$ cat src/rtl/mem_arb_pkg.sv
// Purpose: shared types and constants for the memory port arbiter and its helpers.
// Latency: n/a (declarations only).
// Backpressure: n/a.
package mem_arb_pkg;

  typedef enum logic [1:0] {
    IDLE    = 2'd0,
    IF_BUSY = 2'd1,
    DM_BUSY = 2'd2
  } arb_state_e;

  // Which requester owns the transaction currently on the memory port.
  localparam logic OWN_IF = 1'b0;
  localparam logic OWN_DM = 1'b1;

  // Counter widths sized for MAX_DM_RUN = 4 and TIMEOUT = 255.
  localparam int DM_RUN_W = 3;
  localparam int WD_W     = 8;

  function automatic logic owner_of(input arb_state_e s);
    return (s == DM_BUSY) ? OWN_DM : OWN_IF;
  endfunction

endpackage

$ cat src/rtl/arb_watchdog.sv
// Purpose: counts busy cycles of a bus transaction and flags one that has hung.
// Latency: expire is combinational in the LIMIT-th enabled cycle after clr.
// Backpressure: none; it only observes, the owning master decides what to abort.
module arb_watchdog #(
  parameter int LIMIT = 255,
  parameter int CNT_W = 8
) (
  input  logic clk,
  input  logic rst_n,
  input  logic clr,
  input  logic en,
  output logic expire
);

  logic [CNT_W-1:0] cnt_q, cnt_d;

  assign expire = en & (cnt_q == CNT_W'(LIMIT - 1));

  // Restart on each new transaction, otherwise count busy cycles and park at expiry.
  always_comb begin
    cnt_d = cnt_q;
    if (clr) begin
      cnt_d = '0;
    end else if (en & ~expire) begin
      cnt_d = cnt_q + CNT_W'(1);
    end
  end

  // Counter register with synchronous active-low reset.
  always_ff @(posedge clk) begin
    if (!rst_n) cnt_q <= '0;
    else        cnt_q <= cnt_d;
  end

endmodule

$ cat src/rtl/mem_port_arbiter.sv
// Purpose: shares one single-ported memory between fetch and the MEM stage, data first.
// Latency: request in cycle N, mem_req in N+1, done the cycle after mem_ack (min N+2).
// Backpressure: requesters hold req until done; stall_f/stall_m freeze the pipeline meanwhile.
module mem_port_arbiter
  import mem_arb_pkg::*;
#(
  parameter int ADDR_W     = 32,
  parameter int DATA_W     = 32,
  parameter int MAX_DM_RUN = 4,
  parameter int TIMEOUT    = 255
) (
  input  logic              clk,
  input  logic              rst_n,
  input  logic              if_req,
  input  logic [ADDR_W-1:0] if_addr,
  input  logic              if_flush,
  output logic              if_done,
  output logic [DATA_W-1:0] if_rdata,
  input  logic              dm_req,
  input  logic              dm_we,
  input  logic              dm_sb,
  input  logic [ADDR_W-1:0] dm_addr,
  input  logic [DATA_W-1:0] dm_wdata,
  output logic              dm_done,
  output logic [DATA_W-1:0] dm_rdata,
  output logic              stall_f,
  output logic              stall_m,
  output logic              mem_req,
  output logic              mem_we,
  output logic              mem_sb,
  output logic [ADDR_W-1:0] mem_addr,
  output logic [DATA_W-1:0] mem_wdata,
  input  logic              mem_ack,
  input  logic [DATA_W-1:0] mem_rdata,
  output logic              bus_err
);

  arb_state_e          state_q, state_d;
  logic [DM_RUN_W-1:0] dm_run_q, dm_run_d;
  logic                discard_q, discard_d;
  logic                if_done_q, if_done_d;
  logic [DATA_W-1:0]   if_rdata_q, if_rdata_d;
  logic                dm_done_q, dm_done_d;
  logic [DATA_W-1:0]   dm_rdata_q, dm_rdata_d;
  logic                mem_req_q, mem_req_d;
  logic                mem_we_q, mem_we_d;
  logic                mem_sb_q, mem_sb_d;
  logic [ADDR_W-1:0]   mem_addr_q, mem_addr_d;
  logic [DATA_W-1:0]   mem_wdata_q, mem_wdata_d;
  logic                bus_err_q, bus_err_d;

  logic grant_dm, grant_if, busy, ack_v, wd_expire, finish, timed_out;
  logic unused_if_addr;

  // Fetch is word aligned; the low address bits carry no information.
  assign unused_if_addr = ^if_addr[1:0];

  // Acks are only meaningful while a request is outstanding.
  assign busy      = (state_q != IDLE);
  assign ack_v     = mem_ack & mem_req_q;
  assign timed_out = busy & wd_expire & ~ack_v;
  assign finish    = busy & (ack_v | wd_expire);

  arb_watchdog #(
    .LIMIT (TIMEOUT),
    .CNT_W (WD_W)
  ) u_watchdog (
    .clk    (clk),
    .rst_n  (rst_n),
    .clr    (grant_dm | grant_if),
    .en     (busy),
    .expire (wd_expire)
  );

  // IDLE arbitration: data wins unless fetch has already waited MAX_DM_RUN grants.
  always_comb begin
    grant_dm = (state_q == IDLE) & dm_req &
               (~if_req | (dm_run_q < DM_RUN_W'(MAX_DM_RUN)));
    grant_if = (state_q == IDLE) & ~grant_dm & if_req & ~if_flush;
  end

  // Next-state logic.
  always_comb begin
    state_d = state_q;
    case (state_q)
      IDLE: begin
        if (grant_dm)      state_d = DM_BUSY;
        else if (grant_if) state_d = IF_BUSY;
      end
      default: begin
        if (finish) state_d = IDLE;
      end
    endcase
  end

  // Datapath registers, done pulses, starvation counter and flush bookkeeping.
  always_comb begin
    mem_req_d   = mem_req_q;
    mem_we_d    = mem_we_q;
    mem_sb_d    = mem_sb_q;
    mem_addr_d  = mem_addr_q;
    mem_wdata_d = mem_wdata_q;
    if_rdata_d  = if_rdata_q;
    dm_rdata_d  = dm_rdata_q;
    bus_err_d   = bus_err_q | timed_out;
    if_done_d   = 1'b0;
    dm_done_d   = 1'b0;

    if (grant_dm) begin
      mem_req_d   = 1'b1;
      mem_sb_d    = dm_sb;
      mem_we_d    = dm_we & ~dm_sb;   // byte store takes precedence over word store
      mem_addr_d  = dm_addr;
      mem_wdata_d = dm_wdata;
    end else if (grant_if) begin
      mem_req_d   = 1'b1;
      mem_sb_d    = 1'b0;
      mem_we_d    = 1'b0;
      mem_addr_d  = {if_addr[ADDR_W-1:2], 2'b00};
    end

    if (finish) begin
      mem_req_d = 1'b0;
      if (owner_of(state_q) == OWN_IF) begin
        // A flush seen at any point of the fetch drops its result silently.
        if (~discard_q & ~if_flush) begin
          if_done_d  = 1'b1;
          if_rdata_d = timed_out ? '0 : mem_rdata;
        end
      end else begin
        dm_done_d = 1'b1;
        if (timed_out)                  dm_rdata_d = '0;
        else if (~mem_we_q & ~mem_sb_q) dm_rdata_d = mem_rdata;
      end
    end

    discard_d = (state_d == IF_BUSY) & (discard_q | if_flush);

    if (~if_req | grant_if) begin
      dm_run_d = '0;
    end else if (grant_dm & (dm_run_q < DM_RUN_W'(MAX_DM_RUN))) begin
      dm_run_d = dm_run_q + DM_RUN_W'(1);
    end else begin
      dm_run_d = dm_run_q;
    end
  end

  // State and datapath registers with synchronous active-low reset.
  always_ff @(posedge clk) begin
    if (!rst_n) begin
      state_q     <= IDLE;
      dm_run_q    <= '0;
      discard_q   <= 1'b0;
      if_done_q   <= 1'b0;
      if_rdata_q  <= '0;
      dm_done_q   <= 1'b0;
      dm_rdata_q  <= '0;
      mem_req_q   <= 1'b0;
      mem_we_q    <= 1'b0;
      mem_sb_q    <= 1'b0;
      mem_addr_q  <= '0;
      mem_wdata_q <= '0;
      bus_err_q   <= 1'b0;
    end else begin
      state_q     <= state_d;
      dm_run_q    <= dm_run_d;
      discard_q   <= discard_d;
      if_done_q   <= if_done_d;
      if_rdata_q  <= if_rdata_d;
      dm_done_q   <= dm_done_d;
      dm_rdata_q  <= dm_rdata_d;
      mem_req_q   <= mem_req_d;
      mem_we_q    <= mem_we_d;
      mem_sb_q    <= mem_sb_d;
      mem_addr_q  <= mem_addr_d;
      mem_wdata_q <= mem_wdata_d;
      bus_err_q   <= bus_err_d;
    end
  end

  // A redirect arriving in the done cycle still hides the now-stale instruction.
  assign if_done   = if_done_q & ~if_flush;
  assign if_rdata  = if_rdata_q;
  assign dm_done   = dm_done_q;
  assign dm_rdata  = dm_rdata_q;
  assign stall_f   = if_req & ~if_done;
  assign stall_m   = dm_req & ~dm_done;
  assign mem_req   = mem_req_q;
  assign mem_we    = mem_we_q;
  assign mem_sb    = mem_sb_q;
  assign mem_addr  = mem_addr_q;
  assign mem_wdata = mem_wdata_q;
  assign bus_err   = bus_err_q;

endmodule

$ cat config.mk
export PLATFORM = sky130hd
export DESIGN_NAME = mem_port_arbiter
export DESIGN_NICKNAME = d
export VERILOG_FILES = /design/src/rtl/mem_arb_pkg.sv /design/src/rtl/arb_watchdog.sv /design/src/rtl/mem_port_arbiter.sv
export SDC_FILE = /design/constraint.sdc
export NUM_CORES = 1
export LEC_CHECK = 0
export ABC_AREA = 1
export BUFFER_PORTS_ARGS = -buffer_cell sky130_fd_sc_hd__buf_2
export CAP_MARGIN = 20
export CORE_MARGIN = 1
export CORE_UTILIZATION = 47
export DETAILED_ROUTE_END_ITERATION = 8
export GPL_ROUTABILITY_DRIVEN = 0
export PLACE_DENSITY = 0.87
export REMOVE_ABC_BUFFERS = 1
export SETUP_SLACK_MARGIN = 0.05
export SKIP_CTS_REPAIR_TIMING = 1
export SYNTH_ARGS = -nofsm -noshare
export SYNTH_HDL_FRONTEND = slang
export SYNTH_SLANG_ARGS = --single-unit
$ cat constraint.sdc
create_clock -name clk -period 2 [get_ports clk]
set_input_delay 0.4 -clock clk [delete_from_list [all_inputs] [get_ports clk]]
set_output_delay 0.4 -clock clk [all_outputs]
set_load 0.02 [all_outputs]
==> results by group <==
Drt
  – DR pass1 iterations: 4
  – DRT iter0 DRCs: roughly 280
  – Via count: slightly above 6000
  – DR DRC count: 0
  – Post-Route WL: roughly 16 mm
  – DR WL/cell: 12.7 µm
  – ANT nets after route: 0
  – Vias per cell: 4.76

Yosys
  – Yosys reg bits: about 150
  – Post-synthesis cell count: 845
  – Register area share after synthesis: approximately half
  – Synth cell types: 33
  – Syn Area/Cell: slightly above 7 µm²
  – Synthesis warning total: 0
  – Mapped Area: 0.00613 mm²

Critical path
  – Top delay family on crit path: simple AND/OR/NAND/NOR gates
  – CP max stage delay: 330 ps
  – Critical path capture point type: flop
  – CP Data Required Time: roughly 2300 ps
  – CP Class: reg -> reg
  – Crit-path slowest cell: dfxtp_1
  – CP startpoint kind: flop
  – Worst Setup SP: u_watchdog.cnt_q[0]
  – Cell mode on critical path: nand2_1
  – CP Max Fanout: 20
  – Minimum setup slack among reg-to-reg paths: ~180 ps
  – Critical path buffers and inverters: 2
  – CP Data Arrival Time: 2110 ps
  – Crit path cell chain: inv_1, ha_1, nand2_1, nor2_4, nand2_4, a21oi_4, buf_8, nand3_1, nand2_1, nor2_1
  – Crit Reg-Reg Startpoint: u_watchdog.cnt_q[0]

Finish
  – FF+latch area: 0.00296 mm²
  – Area of the multi-input gates: roughly 0.0027 mm²
  – Post-Layout Cell Count: about 1300
  – Area grow syn2layout: 33.8%
  – Layout cell share with drive strength beyond 1: about a third
  – Core Util, Final: between 60% and 70%
  – Filler cell count: roughly 1100
  – Layout Nets: 1241

CTS
  – Num CTS Buffers: 17
  – Worst-path clk slew: around 60 ps
  – Max Root-Sink Buffers: 2
  – Clk root buf: clkbuf_16
  – Worst skew pair latency: roughly 410 ps
  – Clk sinks: 148
  – CTS tree: done
  – H-tree depth: 4

Global routing
  – Antenna violations before repair: 1
  – Largest net degree at the start of global routing: 64
  – Total track usage: 23.4%
  – First-pass GRT wire length: between 20 and 25 mm
  – Number of global-route vias before repair: about 5300
  – GRT overflow: 0

Placement
  – Pre-CTS WS: approximately 130 ps
  – Post-Place Cells: around 1300
  – DPL Wire Length: 11.2 mm
  – Port Buffers: ~270

Die
  – Die H: approximately 120 µm
  – Starting Density: between 40% and 50%
  – DIE AREA: 0.0135 mm²
  – Core outline area: ~0.013 mm²
  – Row cnt: 41
  – Die X: about 120 µm
  – IO Count: about 270

Pwr
  – Comb power frac: about 15%
  – P_sw: between 0.0015 and 0.002 W
  – Clock power frac: approximately two fifths
  – Int Pwr: about 0.0055 W
  – Power, Total: 0.00746 W
  – Switching Fraction: about a quarter
  – Worst VDD drop: between 0.5 and 0.6 mV
  – Flop pwr share: 43.0%
  – Static leakage: 4.27 nW
  – Power Density: ~910 mW/mm²

Timing
  – Worst slew margin: approximately 72%
  – Setup ws final: 184 ps
  – Slew @ Worst Pin: just over 400 ps
  – Fin Hold WS: between 200 and 250 ps
  – Clk_skew: roughly 14 ps
  – Fmax: about 550 MHz
  – Fin. Hold Viols: 0
  – Minimum clock period after layout: roughly 1800 ps
  – Final period utilization: approximately nine tenths
  – # setup viols final: 0
  – Max Slew Vio Count: 0
  – Unrepaired setup endpoints after global routing: false

Hold path
  – Hold path startpoint: dm_we
  – Hold/Removal Path Class: in -> reg

Job
  – Max-cap violations: 0

Status
  – Status: finished clean
## cell usage after synthesis
master    count  area share [%]
a21oi_1      24             2.0
a21oi_2      14             2.0
a21oi_4       1            0.27
a31oi_1       3            0.31
buf_1         3            0.18
buf_12        1            0.33
buf_2        13             1.1
buf_6         9             1.7
buf_8         1            0.24
clkbuf_1     22             1.3
clkinv_2      1           0.082
dfxtp_1     148              48
ha_1          3            0.61
inv_1        60             3.7
inv_2         1           0.061
nand2_1     127             7.8
nand2_2       3            0.31
nand2_4       4            0.73
nand3_1      22             1.8
nand3_4       1            0.29
nand3b_1      1            0.12
nand4_1       1            0.10
nor2_1      247              15
nor2_2        8            0.82
nor2_8        1            0.33
nor3_1       29             2.4
nor3b_1       1            0.12
o21ai_0      85             6.9
o21ai_1       6            0.49
or2_0         1            0.10
or2_2         2            0.20
xnor2_1       1            0.14
xor2_1        1            0.14
## state kept, by name (all words and copies together) (netlist names)
register,count
mem_sb,1
mem_wdata,32
bus_err,1
dm_run_q,3
dm_done,1
mem_req,1
if_done_q,1
discard_q,1
state_q,2
if_rdata,32
dm_rdata,32
mem_addr,32
u_watchdog.cnt_q,8
mem_we,1
## cell families (layout without fill, tap and decap cells)
| kind of cell | after synthesis | in the layout | synth area share (%) |
|---|---|---|---|
| AO/OA/AOI/OAI | 133 | 133 | 12.0 |
| adder cells (fa/ha/maj) | 3 | 3 | 0.612 |
| flip-flops | 148 | 148 | 48.3 |
| XOR/XNOR | 2 | 2 | 0.286 |
| AND/OR/NAND/NOR | 448 | 448 | 30.2 |
| other | 0 | 1 | 0 |
| buffers and inverters | 111 | 380 | 8.63 |
## worst register-to-register path, stage by stage (launching register included)
cell and delay [ps]:
dfxtp_1 330, inv_1 100, ha_1 140, nand2_1 80, nor2_4 170, nand2_4 110, a21oi_4 310, buf_8 240
nand3_1 110, nand2_1 80, nor2_1 40
## power by group through the flow
stage / Sequential [W] / Combinational (W) / Clock [W]
5_1_grt: 0.00323 / 0.00125 / 0.00331
4_1_cts: 0.00321 / 0.00112 / 0.00318
6_report: 0.00321 / 0.00112 / 0.00313
3_3_place_gp: 0.00326 / 0.00110 / 0
3_5_place_dp: 0.00327 / 0.00111 / 0
2_1_floorplan: 0.00348 / 0.000421 / 0
## final timing paths
kind	endpoint	depth (start not counted)
min	mem_we	3
min reg2reg	mem_addr[1]	2
max	dm_rdata[7]	10
max reg2reg	dm_rdata[7]	10
## cell usage in the layout, fill, tap and decap left out, types with 2 or more instances in the layout
| cell | count |
|---|---|
| nand2_2 | 4 |
| dfxtp_1 | 148 |
| o21ai_1 | 6 |
| nor2_2 | 7 |
| a21oi_1 | 24 |
| buf_4 | 13 |
| nor3_1 | 29 |
| nand3_1 | 22 |
| ha_1 | 3 |
| buf_12 | 4 |
| o21ai_0 | 85 |
| nand2_1 | 126 |
| clkbuf_8 | 4 |
| nor2_1 | 247 |
| or2_2 | 2 |
| clkinv_2 | 7 |
| a21oi_2 | 14 |
| bufinv_16 | 2 |
| clkbuf_16 | 17 |
| buf_2 | 268 |
| a31oi_1 | 3 |
| inv_1 | 60 |
| nand2_4 | 3 |
## routing by layer
layer / track usage (%) / up-vias / share of wire (%)
li1: - / 3160 / -
met1: 27.0 / 2734 / 43
met2: 41.5 / 221 / 49
met3: 7.73 / 11 / 7.5
met4: 6.24 / 0 / 0.83
met5: 0 / - / 0
## layout make-up
type | count | area share [%]
Antenna cell | 1 | 0.0305
Clock buffer | 22 | 5.90
Clock inverter | 9 | 1.24
Inverter | 62 | 2.87
Multi-Input combinational cell | 586 | 32.4
Sequential cell | 148 | 36.1
Tap cell | 172 | 2.62
Timing Repair Buffer | 287 | 18.8
## per-stage QoR
stage | TNS, ps | area, µm²
2_1_floorplan | -48920 | 5840
3_3_place_gp | 0 | 7590
3_5_place_dp | 0 | 7590
4_1_cts | 0 | 8170
5_1_grt | 0 | 8200
6_report | 0 | 8200
No activity file was read; power rests on OpenSTA's default activity.
